File: config.mk
export PLATFORM = sky130hd
export DESIGN_NAME = change_capture_flat
export DESIGN_NICKNAME = d
export VERILOG_FILES = /design/src/rtl/change_capture_pkg.sv /design/src/rtl/change_capture_if.sv /design/src/rtl/change_capture_fifo.sv /design/src/rtl/change_capture.sv /design/src/flat_wrapper.sv
export SDC_FILE = /design/constraint.sdc
export NUM_CORES = 1
export LEC_CHECK = 0
export CORE_MARGIN = 1
export CORE_UTILIZATION = 60
export CTS_CLUSTER_SIZE = 10
export DETAILED_ROUTE_END_ITERATION = 8
export DONT_BUFFER_PORTS = 1
export GPL_ROUTABILITY_DRIVEN = 0
export PLACE_DENSITY = 0.86
export SYNTH_ARGS = -nofsm -noshare
export SYNTH_HDL_FRONTEND = slang
export SYNTH_HIERARCHICAL = 1
export SYNTH_SLANG_ARGS = --single-unit
File: constraint.sdc
create_clock -name clock -period 17.65 [get_ports clock]
set_input_delay 3.53 -clock clock [delete_from_list [all_inputs] [get_ports clock]]
set_output_delay 3.53 -clock clock [all_outputs]
set_load 0.03 [all_outputs]
File: src/rtl/change_capture_pkg.sv
// change_capture_pkg: shared types and constants for the change_capture block.
//   cap_state_e : capture FSM states (idle / armed)
//   DropCntW    : width of the saturating dropped-change counter
//   cap_rec_t   : {timestamp, value} record at the default DATA_W/TS_W widths
//   sat_inc     : saturating increment for the drop counter
package change_capture_pkg;

  typedef enum logic [0:0] {
    StIdle,
    StArmed
  } cap_state_e;

  localparam int unsigned DropCntW = 16;
  localparam int unsigned DefDataW = 64;
  localparam int unsigned DefTsW   = 32;

  typedef struct packed {
    logic [DefTsW-1:0]   ts;
    logic [DefDataW-1:0] data;
  } cap_rec_t;

  function automatic logic [DropCntW-1:0] sat_inc(input logic [DropCntW-1:0] v);
    return (v == {DropCntW{1'b1}}) ? v : v + 1'b1;
  endfunction

endpackage

File: src/rtl/change_capture_if.sv
// change_capture_if: ready/valid record stream from the capture stage to its consumer.
//   o_valid : head record available        (master -> slave)
//   o_data  : head record value            (master -> slave)
//   o_ts    : head record timestamp        (master -> slave)
//   i_ready : consumer accepts head record (slave -> master)
interface change_capture_if #(
  parameter int unsigned DATA_W = 64,
  parameter int unsigned TS_W   = 32
);
  logic              o_valid;
  logic              i_ready;
  logic [DATA_W-1:0] o_data;
  logic [TS_W-1:0]   o_ts;

  modport master (output o_valid, output o_data, output o_ts, input i_ready);
  modport slave  (input o_valid, input o_data, input o_ts, output i_ready);
endinterface

File: src/rtl/change_capture_fifo.sv
// capture_fifo: first-word-fall-through FIFO holding captured records.
//   clock, reset : clock and asynchronous active-low reset
//   push, wdata  : write one entry (caller never pushes while full without a pop)
//   pop          : remove head entry (caller never pops while empty)
//   rdata        : head entry, valid whenever !empty
//   full, empty  : occupancy flags; count : current occupancy (0..DEPTH)
module capture_fifo #(
  parameter int unsigned WIDTH = 96,
  parameter int unsigned DEPTH = 8
) (
  input  logic                   clock,
  input  logic                   reset,
  input  logic                   push,
  input  logic                   pop,
  input  logic [WIDTH-1:0]       wdata,
  output logic [WIDTH-1:0]       rdata,
  output logic                   full,
  output logic                   empty,
  output logic [$clog2(DEPTH):0] count
);

  localparam int unsigned AW = $clog2(DEPTH);

  // One extra pointer bit distinguishes full from empty when the indices match.
  logic [AW:0]      wr_q, rd_q;
  logic [WIDTH-1:0] mem [DEPTH];

  always_ff @(posedge clock or negedge reset) begin
    if (!reset) begin
      wr_q <= '0;
      rd_q <= '0;
    end else begin
      if (push) wr_q <= wr_q + 1'b1;
      if (pop)  rd_q <= rd_q + 1'b1;
    end
  end

  // Storage is deliberately not reset; the parent masks outputs while empty.
  always_ff @(posedge clock) begin
    if (push) mem[wr_q[AW-1:0]] <= wdata;
  end

  assign empty = (wr_q == rd_q);
  assign full  = (wr_q[AW] != rd_q[AW]) && (wr_q[AW-1:0] == rd_q[AW-1:0]);
  assign count = wr_q - rd_q;
  assign rdata = mem[rd_q[AW-1:0]];

endmodule

File: src/rtl/change_capture.sv
// change_capture: records every cycle in which i_value changes into a FIFO drained
// over a ready/valid stream. Optional macro CHANGE_CAPTURE_TIMESTAMP_EN adds a
// free-running timestamp to each record; without it out.o_ts is tied to 0.
//   clock, reset : clock and asynchronous active-low reset
//   i_enable     : capture enable; each enable from idle emits a baseline record
//   i_value      : monitored value, sampled every rising edge
//   out          : record stream (o_valid/o_data/o_ts/i_ready)
//   o_count      : FIFO occupancy
//   o_drop_cnt   : saturating count of changes lost to a full FIFO
//   o_overflow   : sticky, set on the first dropped change
module change_capture
  import change_capture_pkg::*;
#(
  parameter int unsigned DATA_W = 64,
  parameter int unsigned DEPTH  = 8,
  parameter int unsigned TS_W   = 32
) (
  input  logic                   clock,
  input  logic                   reset,
  input  logic                   i_enable,
  input  logic [DATA_W-1:0]      i_value,
  change_capture_if.master       out,
  output logic [$clog2(DEPTH):0] o_count,
  output logic [DropCntW-1:0]    o_drop_cnt,
  output logic                   o_overflow
);

`ifdef CHANGE_CAPTURE_TIMESTAMP_EN
  localparam int unsigned EntryW = DATA_W + TS_W;
`else
  localparam int unsigned EntryW = DATA_W;
`endif

  cap_state_e          state_q, state_d;
  logic [DATA_W-1:0]   prev_q;
  logic [DropCntW-1:0] drop_q;
  logic                ovf_q;
  logic                push_req, push, pop, drop;
  logic                full, empty;
  logic [EntryW-1:0]   wdata, rdata;

  always_comb begin
    state_d  = state_q;
    push_req = 1'b0;
    case (state_q)
      StIdle: begin
        if (i_enable) begin
          push_req = 1'b1;
          state_d  = StArmed;
        end
      end
      StArmed: begin
        if (!i_enable)             state_d  = StIdle;
        else if (i_value != prev_q) push_req = 1'b1;
      end
      default: state_d = StIdle;
    endcase
  end

  // A pop in the same cycle frees the slot, so a full FIFO still accepts the push.
  assign pop  = !empty && out.i_ready;
  assign drop = push_req && full && !pop;
  assign push = push_req && !drop;

  always_ff @(posedge clock or negedge reset) begin
    if (!reset) begin
      state_q <= StIdle;
      prev_q  <= '0;
      drop_q  <= '0;
      ovf_q   <= 1'b0;
    end else begin
      state_q <= state_d;
      // Dropped changes still advance prev so they are never re-reported.
      if (push_req) prev_q <= i_value;
      if (drop) begin
        drop_q <= sat_inc(drop_q);
        ovf_q  <= 1'b1;
      end
    end
  end

`ifdef CHANGE_CAPTURE_TIMESTAMP_EN
  logic [TS_W-1:0] ts_q;

  always_ff @(posedge clock or negedge reset) begin
    if (!reset) ts_q <= '0;
    else        ts_q <= ts_q + 1'b1;
  end

  assign wdata    = {ts_q, i_value};
  assign out.o_ts = empty ? '0 : rdata[EntryW-1:DATA_W];
`else
  assign wdata    = i_value;
  assign out.o_ts = {TS_W{1'b0}};
`endif

  capture_fifo #(
    .WIDTH(EntryW),
    .DEPTH(DEPTH)
  ) u_fifo (
    .clock(clock),
    .reset(reset),
    .push (push),
    .pop  (pop),
    .wdata(wdata),
    .rdata(rdata),
    .full (full),
    .empty(empty),
    .count(o_count)
  );

  assign out.o_valid = !empty;
  assign out.o_data  = empty ? '0 : rdata[DATA_W-1:0];
  assign o_drop_cnt  = drop_q;
  assign o_overflow  = ovf_q;

endmodule

File: src/flat_wrapper.sv
// flat-port wrapper written by rule: the top's interface ports become plain ports
module change_capture_flat import change_capture_pkg::*;
#(
  parameter int unsigned DATA_W = 64,
  parameter int unsigned DEPTH  = 8,
  parameter int unsigned TS_W   = 32
)
  (clock, reset, i_enable, i_value, o_count, o_drop_cnt, o_overflow, out_o_valid, out_o_data, out_o_ts, out_i_ready);
  change_capture_if #(.DATA_W(DATA_W), .TS_W(TS_W)) out_i ();
  input  logic clock;
  input  logic reset;
  input  logic i_enable;
  input  logic [DATA_W-1:0] i_value;
  output logic [$clog2(DEPTH):0] o_count;
  output logic [DropCntW-1:0] o_drop_cnt;
  output logic o_overflow;
  output wire logic [$bits(out_i.o_valid)-1:0] out_o_valid;
  output wire logic [$bits(out_i.o_data)-1:0] out_o_data;
  output wire logic [$bits(out_i.o_ts)-1:0] out_o_ts;
  input wire logic [$bits(out_i.i_ready)-1:0] out_i_ready;
  assign out_o_valid = out_i.o_valid;
  assign out_o_data = out_i.o_data;
  assign out_o_ts = out_i.o_ts;
  assign out_i.i_ready = out_i_ready;
  change_capture #(.DATA_W(DATA_W), .DEPTH(DEPTH), .TS_W(TS_W)) u_core (.clock(clock), .reset(reset), .i_enable(i_enable), .i_value(i_value), .out(out_i), .o_count(o_count), .o_drop_cnt(o_drop_cnt), .o_overflow(o_overflow));
endmodule
==> results of run 1 <==
cell families (layout without fill, tap and decap cells):
| logic type | Yosys count | after routing | synth area share (%) |
|---|---|---|---|
| xor+xnor | 72 | 72 | 2.59 |
| compound gates | 33 | 33 | 0.903 |
| fa+ha+maj | 7 | 7 | 0.390 |
| mux | 184 | 184 | 14.4 |
| simple gates | 350 | 350 | 6.50 |
| buf+inv | 117 | 162 | 2.94 |
| flops | 602 | 602 | 72.3 |
| other cells | 1 | 32 | 0.0154 |
how the worst max path moves through the flow:
stage,startpoint,end,slack [ps],cells past startpoint
6_report,u_core/u_fifo/rd_q[0],out_o_data[45],9670,6
5_1_grt,u_core/u_fifo/rd_q[0],out_o_data[45],9280,6
4_1_cts,u_core/u_fifo/rd_q[0],out_o_data[45],9480,6
3_5_place_dp,u_core/u_fifo/rd_q[0],out_o_data[39],10150,6
3_3_place_gp,u_core/u_fifo/rd_q[0],out_o_data[45],10190,6
2_1_floorplan,i_value[36],u_core/u_fifo/mem[2][0],7960,10
sequential cells by signal (all words and copies together) (netlist names):
register	flops
u_core/u_fifo/mem	512
u_core/prev_q	64
u_core/o_drop_cnt	16
u_core/u_fifo/rd_q	4
u_core/u_fifo/wr_q	4
u_core/o_overflow	1
u_core/state_q	1
layout by cell type (no fill, tap or decap), types with 14 or more instances in the layout:
cell / instances
xor2_1: 45
clkbuf_1: 45
mux2_2: 50
nor4_1: 16
o21ai_0: 14
clkbuf_16: 73
nand2_1: 224
conb_1: 32
nor2b_1: 65
xnor2_1: 27
edfxtp_1: 512
inv_1: 23
dfrtp_1: 87
mux4_2: 128
buf_4: 18
final cells by class:
type / count / share of cell area (%)
clock buffers: 119 / 7.51
clock inverters: 1 / 0.0280
inverters: 24 / 0.336
multi-input cells: 678 / 23.3
flip-flops and latches: 602 / 65.9
well taps: 525 / 2.45
repair buffers: 18 / 0.505
metal layers:
metal | global-route usage, % | part of all wire, %
met5 | 0 | 0
met4 | 10.6 | 3.3
met3 | 5.59 | 8.6
met2 | 41.4 | 50
met1 | 35.8 | 39
per-stage QoR:
step / hold WS [ps] / std cells / utilization [%] / area [sq um] / setup WS [ps]
after detailed placement: 476 / 1847 / 62.0 / 24800 / 10150
after global placement: 475 / 1847 / 62.0 / 24800 / 10190
final: 488 / 1967 / 67.1 / 26800 / 9670
after global routing: 517 / 1967 / 67.1 / 26800 / 9280
after CTS: 487 / 1967 / 67.1 / 26800 / 9480
after floorplan: 461 / 1397 / - / 24500 / 7960
power by group through the flow:
| stage | clock, mW | combinational (mW) | sequential [mW] |
|---|---|---|---|
| finish | 1.29 | 1.45 | 1.90 |
| global route | 1.37 | 1.53 | 1.92 |
| CTS | 1.31 | 1.47 | 1.90 |
| detailed placement | 0 | 1.45 | 1.93 |
| global placement | 0 | 1.43 | 1.91 |
| floorplan | 0 | 1.25 | 1.86 |
==> flow_metrics.env, run 1 <==
export IMPL_globalRouteTotalUtil_pct=26.1
export IMPL_synth_main_ff_cell="edfxtp_1"
export IMPL_hp_class="register to register"
export IMPL_io_pins=186
export IMPL_drt_initial_drc_count=1145
export IMPL_ctsHtreeMaxLevel=3
export IMPL_fmax_ghz=0.125
export IMPL_drive_gt1_share_pct=19.8
export IMPL_power_leakage_nw=9.32
export IMPL_yosysTopAreaCell="edfxtp_1"
export IMPL_slew_limit_headroom_pct=22.9
export IMPL_holdPathStages=1
export IMPL_cp_max_fo=45
export IMPL_grt_pass1_wl_mm=78.9
export IMPL_cp_slowest_stage_delay_ps=1010
export IMPL_swShare_pct=34.9
export IMPL_cts_buffers=70
export IMPL_synth_edf_count=512
export IMPL_dr_total_vias=12300
export IMPL_crit_chain="buf_4 > buf_4 > mux4_2 > nand2_1 > nand2_1 > nor2b_1"
export IMPL_grt_max_degree=91
export IMPL_crit_family="buffers and inverters"
export IMPL_grt_ovfl_total=0
export IMPL_cts_root_buf="clkbuf_16"
export IMPL_syn_to_final_growth_pct=9.76
export IMPL_status="finished clean"
export IMPL_clk_pin_slew_ps=60
export IMPL_synth_cells=1366
export IMPL_seq_area_sq_mm=0.0176
export IMPL_cts_sinks=602
export IMPL_hold_start="u_core/u_fifo/wr_q[3]"
export IMPL_cp_slowest_cell="dfrtp_4"
export IMPL_cts_hold_buf=0
export IMPL_fin_crit_ps=7980
export IMPL_multi_input_area_sq_mm=0.00624
export IMPL_fp_dieH_microns=204
export IMPL_critPathBufInv=2
export IMPL_cp_required_ps=14120
export IMPL_tightest_slew_ps=1150
export IMPL_dr_pass1_iters=5
export IMPL_r2r_start="u_core/u_fifo/rd_q[1]"
export IMPL_numPortBuffers=0
export IMPL_critPathLaunchType="register"
export IMPL_endpoint_kind="primary output"
export IMPL_rows=73
export IMPL_nets=1469
export IMPL_power_internal_mw=3.02
export IMPL_synthTopCellsByCount="512 x edfxtp_1, 224 x nand2_1, 128 x mux4_2"
export IMPL_synth_seq_area_share_pct=72.3
export IMPL_initial_utilization_pct=61.1
export IMPL_place_hpwl_mm=29.5
export IMPL_clockBufferDepth=3
export IMPL_maxSlewViolCount=0
export IMPL_diodes=0
export IMPL_reg2reg_to="u_core/u_fifo/mem[3][42]"
export IMPL_clock_latency_ps=570
export IMPL_irDropWorstVdd_mv=0.0957
export IMPL_synthMostInstantiatedCell="edfxtp_1"
export IMPL_finalSetupTns_ps=0
export IMPL_cts_tree="done"
export IMPL_seq_power_share_pct=41.0
export IMPL_wl_mm=52.4
export IMPL_yosysWarningCount=6
export IMPL_postCtsSetupRepairBufs=0
export IMPL_post_cts_resized=0
export IMPL_switchingPower_mw=1.62
export IMPL_synthTopCellsByArea="edfxtp_1 63%, mux4_2 12%, dfrtp_1 9.2%"
export IMPL_core_area_sq_mm=0.0399
export IMPL_reg2reg_depth=11
export IMPL_skew_ps=16.1
export IMPL_synth_seq_cells=602
export IMPL_holdPathEnd="u_core/u_fifo/wr_q[3]"
export IMPL_fill_cells=2453
export IMPL_reg2reg_slack_ps=11900
export IMPL_power_mw=4.64
export IMPL_synth_avg_cell_area_sq_um=17.9
export IMPL_synth_area_sq_mm=0.0244
export IMPL_finalCritPeriodShare_pct=45.2
export IMPL_async_flop_share_pct=15.0
export IMPL_die_area_sq_mm=0.0415
export IMPL_cp_arrival_ps=4450
export IMPL_antenna_found_initial=0
export IMPL_drcViolationCount=0
export IMPL_die_x_microns=204
export IMPL_ant_nets=0
export IMPL_final_hold_viol_count=0
export IMPL_ys_types=38
export IMPL_netlist_area_leader_share_pct=63.0
export IMPL_clkPwrFrac_pct=27.8
export IMPL_finalSetupViolations=0
export IMPL_rsz0062_at_grt="false"
export IMPL_power_frac_comb_pct=31.2
export IMPL_power_density_mw_per_mm2=173
export IMPL_critPathKind="register to primary output"
export IMPL_grt_pass1_vias=12700
export IMPL_drv_cap=0
export IMPL_viasPerCell=6.28
export IMPL_wl_per_cell_microns=26.6
Note: power is estimated with default switching activity, not from simulation.
==> inputs of run 2 (changes only) <==
clock period = 7.4 ns   (was 17.65 ns; I/O delays follow)
==> flow_metrics.env, run 2 (synthesis gave the netlist of run 1 again) <==
export IMPL_final_hold_viol_count=0
export IMPL_startpoint="u_core/u_fifo/rd_q[0]"
export IMPL_io_pins=186
export IMPL_post_place_ws_ps=2520
export IMPL_cts_root_buf="clkbuf_16"
export IMPL_post_cts_resized=0
export IMPL_irDropWorstVdd_mv=0.298
export IMPL_postCtsSetupRepairBufs=0
export IMPL_finalSetupTns_ps=0
export IMPL_cts_sinks=602
export IMPL_cts_tree="done"
export IMPL_endpoint_kind="primary output"
export IMPL_antenna_found_initial=0
export IMPL_maxSlewViolCount=0
export IMPL_cp_arrival_ps=3850
export IMPL_wl_mm=52.5
export IMPL_finalSetupViolations=0
export IMPL_fmax_ghz=0.187
export IMPL_slew_limit_headroom_pct=27.5
export IMPL_power_leakage_nw=9.35
export IMPL_grt_ovfl_total=0
export IMPL_cp_max_fo=33
export IMPL_cts_buffers=70
export IMPL_status="finished clean"
export IMPL_ctsHtreeMaxLevel=3
export IMPL_final_common_cell="edfxtp_1"
export IMPL_final_cell_mix="512 x edfxtp_1, 224 x nand2_1, 128 x mux4_2, 87 x dfrtp_1, 73 x clkbuf_16"
export IMPL_largest_register_ffs=512
export IMPL_wl_per_cell_microns=26.7
export IMPL_initial_utilization_pct=61.1
export IMPL_die_x_microns=204
export IMPL_nets=1471
export IMPL_cp_endpoint="out_o_data[42]"
export IMPL_dr_total_vias=12200
export IMPL_critPathLaunchType="register"
export IMPL_place_hpwl_mm=29.6
export IMPL_core_area_sq_mm=0.0399
export IMPL_reg2reg_depth=10
export IMPL_hp_class="register to register"
export IMPL_hold_ws_ps=512
export IMPL_grt_pass1_wl_mm=78.7
export IMPL_drcViolationCount=0
export IMPL_setup_slack_ps=2070
export IMPL_numPortBuffers=0
export IMPL_cts_hold_buf=0
export IMPL_clk_pin_slew_ps=60
export IMPL_critPathKind="register to primary output"
export IMPL_grt_pass1_vias=12900
export IMPL_reg2reg_to="u_core/u_fifo/mem[5][25]"
export IMPL_rsz0062_at_grt="false"
export IMPL_globalRouteTotalUtil_pct=26.2
export IMPL_r2r_start="u_core/u_fifo/rd_q[1]"
export IMPL_syn_to_final_growth_pct=9.87
export IMPL_drive_gt1_share_pct=20.2
export IMPL_fp_dieH_microns=204
export IMPL_clockBufferDepth=3
export IMPL_die_area_sq_mm=0.0415
export IMPL_skew_ps=20.8
export IMPL_cp_required_ps=5920
export IMPL_tightest_slew_ps=1090
export IMPL_instances_no_fill=1967
export IMPL_ant_nets=0
export IMPL_fin_crit_ps=5330
export IMPL_drt_initial_drc_count=1090
export IMPL_finalCritPeriodShare_pct=72.1
export IMPL_clock_latency_ps=590
export IMPL_grt_max_degree=92
export IMPL_reg2reg_slack_ps=2520
export IMPL_rows=73
export IMPL_hold_start="u_core/u_fifo/rd_q[3]"
export IMPL_drv_cap=0
export IMPL_power_density_mw_per_mm2=413
export IMPL_diodes=0
export IMPL_viasPerCell=6.22
export IMPL_dp_cells=1849
export IMPL_dr_pass1_iters=8
==> run 2: changes by cell type in the layout (fill, tap and decap cells not counted), sizes merged <==
cell	previous run	this run
clkbuf	119	112
inv	24	28
buf	18	20
clkinv	0	2
clkinvlp	1	0
==> run 2: per-layer routing <==
layer  wire length, microns  up-vias  track usage (%)
li1                       -     5165                -
met2                  27600      591             44.7
met4                   1770        0             10.2
met1                  19300     6355             33.3
met3                   3800      129             5.13
met5                      0        -                0
==> run 2: worst min-delay path by stage <==
stage,slack [ps],cells past startpoint,endpoint
2_1_floorplan,460,1,u_core/u_fifo/wr_q[3]
3_3_place_gp,480,1,u_core/u_fifo/wr_q[3]
3_5_place_dp,490,1,u_core/prev_q[48]
4_1_cts,510,1,u_core/u_fifo/rd_q[3]
5_1_grt,530,1,u_core/u_fifo/wr_q[3]
6_report,510,1,u_core/u_fifo/rd_q[3]
==> run 2: area by class of cell <==
cell class                 instances  area [sq um]
inverter                          24          90.1
sequential                       602         17600
multi-input combinational        678          6250
clock buffer                     112          1970
fill                            2453         13100
clock inverter                     6          43.8
tap                              525           657
timing repair buffer              20           150
==> run 2: worst max-delay path: stages (launching register included) <==
cell and delay [ps]:
dfrtp_4 820, buf_4 620, buf_4 650, mux4_2 350, nand2_1 80, nand2_1 140
nor2b_1 530
==> run 2: per-stage QoR <==
stage          cell area [sq um]  util [%]  power (mW)
2_1_floorplan              24500         -        7.40
3_3_place_gp               24800      62.1        7.97
3_5_place_dp               24800      62.1        8.06
4_1_cts                    26800      67.1        11.2
5_1_grt                    26800      67.1        11.5
6_report                   26800      67.1        11.1
==> run 2: report_power, final <==
part           switching (mW)  internal [mW]  total (mW)
Combinational            2.31           1.16        3.47
Clock                    1.27           1.82        3.09
Sequential              0.298           4.22        4.51
Total                    3.88           7.20        11.1
==> inputs of run 3 (changes only) <==
CORE_UTILIZATION = 57   (was 60)
PLACE_DENSITY = 0.85   (was 0.86)
clock period = 4.31 ns   (was 7.4 ns; I/O delays follow)
==> flow_metrics.env, run 3 (synthesis gave the netlist of run 1 again) <==
export IMPL_r2r_start="u_core/u_fifo/wr_q[0]"
export IMPL_globalRouteTotalUtil_pct=24.8
export IMPL_syn_to_final_growth_pct=10.5
export IMPL_clk_pin_slew_ps=60
export IMPL_dr_total_vias=12300
export IMPL_fp_dieH_microns=209
export IMPL_cts_sinks=602
export IMPL_post_place_ws_ps=217
export IMPL_core_area_sq_mm=0.0420
export IMPL_maxSlewViolCount=0
export IMPL_reg2reg_depth=10
export IMPL_reg2reg_slack_ps=370
export IMPL_largest_register_ffs=512
export IMPL_critPathKind="register to primary output"
export IMPL_diodes=0
export IMPL_io_pins=186
export IMPL_finalSetupTns_ps=0
export IMPL_fin_crit_ps=4060
export IMPL_wl_per_cell_microns=26.5
export IMPL_final_cell_mix="512 x edfxtp_1, 224 x nand2_1, 128 x mux4_2, 87 x dfrtp_1, 72 x clkbuf_16"
export IMPL_instances_no_fill=1985
export IMPL_nets=1471
export IMPL_numPortBuffers=0
export IMPL_grt_util_met1_pct=31.9
export IMPL_ant_nets=0
export IMPL_cp_arrival_ps=3200
export IMPL_grt_pass1_wl_mm=80.0
export IMPL_irDropWorstVdd_mv=0.736
export IMPL_met2_usage_pct=42.2
export IMPL_viasPerCell=6.20
export IMPL_initial_utilization_pct=58.0
export IMPL_skew_ps=19.8
export IMPL_dr_pass1_iters=6
export IMPL_endpoint_kind="primary output"
export IMPL_cp_endpoint="out_o_data[17]"
export IMPL_finalCritPeriodShare_pct=94.1
export IMPL_cp_slowest_stage_delay_ps=580
export IMPL_grt_max_degree=132
export IMPL_startpoint="u_core/u_fifo/rd_q[0]"
export IMPL_crit_chain="buf_4 > buf_6 > mux4_2 > nand2_1 > nand2_1 > nor2b_1"
export IMPL_rsz0062_at_grt="false"
export IMPL_die_area_sq_mm=0.0436
export IMPL_setup_slack_ps=253
export IMPL_critPathLaunchType="register"
export IMPL_cts_buffers=70
export IMPL_wl_mm=52.6
export IMPL_drv_cap=0
export IMPL_slew_limit_headroom_pct=18.5
export IMPL_drt_initial_drc_count=1137
export IMPL_ctsHtreeMaxLevel=3
export IMPL_worst_path_most_repeated_cell="nand2_1"
export IMPL_finalSetupViolations=0
export IMPL_cts_tree="done"
export IMPL_hp_class="input port to async pin"
export IMPL_grt_ovfl_total=0
export IMPL_postCtsSetupRepairBufs=0
export IMPL_grt_pass1_vias=13100
export IMPL_final_hold_viol_count=0
export IMPL_drive_gt1_share_pct=20.3
export IMPL_place_hpwl_mm=29.5
export IMPL_grt_use_met3_pct=5.61
export IMPL_cp_slowest_cell="dfrtp_4"
export IMPL_clockBufferDepth=3
export IMPL_clock_latency_ps=590
export IMPL_drcViolationCount=0
export IMPL_cp_max_fo=33
export IMPL_busiest_layer="met2"
export IMPL_reg2reg_to="u_core/u_fifo/mem[4][31]"
export IMPL_antenna_found_initial=0
export IMPL_fmax_ghz=0.246
export IMPL_power_leakage_nw=9.39
export IMPL_cts_root_buf="clkbuf_16"
export IMPL_cp_required_ps=3450
export IMPL_final_common_cell="edfxtp_1"
export IMPL_tightest_slew_ps=1220
export IMPL_status="finished clean"
export IMPL_die_x_microns=209
export IMPL_rows=75
export IMPL_power_density_mw_per_mm2=712
export IMPL_dp_cells=1862
[run 3: where the power goes]
part | total [mW] | internal [mW] | switching (mW)
Combinational | 6.26 | 2.04 | 4.21
Sequential | 7.58 | 7.24 | 0.337
Clock | 5.37 | 3.20 | 2.18
[run 3: worst min path at each step]
stage                     slack (ps)  depth (start not counted)               endpoint                   from
after floorplan                  460                          1  u_core/u_fifo/wr_q[3]  u_core/u_fifo/wr_q[3]
after global placement           470                          1  u_core/u_fifo/wr_q[3]  u_core/u_fifo/wr_q[3]
after detailed placement         490                          1  u_core/u_fifo/rd_q[3]  u_core/u_fifo/rd_q[3]
after CTS                        220                          1  u_core/u_fifo/wr_q[1]                  reset
after global routing             240                          1      u_core/prev_q[43]                  reset
final                            210                          1      u_core/prev_q[51]                  reset
[run 3: per-stage QoR]
stage,power (mW),hold slack (ps),util (%),area (sq um)
floorplan,12.7,461,-,24600
global placement,13.8,474,59.2,24900
detailed placement,13.9,491,59.2,24900
CTS,19.4,217,64.1,27000
global route,20.0,237,64.1,27000
finish,19.2,214,64.1,27000
[run 3: layout make-up]
class | count | area (sq um)
Clock buffer | 117 | 1990
Clock inverter | 5 | 72.6
Fill cell | 2711 | 15100
Inverter | 24 | 90.1
Multi-Input combinational cell | 678 | 6250
Sequential cell | 602 | 17600
Tap cell | 539 | 674
Timing Repair Buffer | 20 | 249
[run 3: repair_timing]
item | 4_1_cts | 5_1_grt
setup endpoints to repair | 13 | 1
cloned | 0 | 0
gates resized for setup | 1 | 1
endpoints found under the hold margin | 90 | 0
hold buffers | 1 | 0
[run 3: worst max-delay path, delay by kind of cell, from the launching register on]
kind	cells	cell delay [ps]
AND/OR/NAND/NOR	3	730
buffers and inverters	2	960
multiplexers	1	330
flip-flops	1	580
[run 3: metal layers]
| metal | vias to the layer above | wire (microns) |
|---|---|---|
| met3 | 98 | 4070 |
| li1 | 5185 | - |
| met5 | - | 0 |
| met4 | 0 | 1200 |
| met1 | 6419 | 20000 |
| met2 | 600 | 27300 |
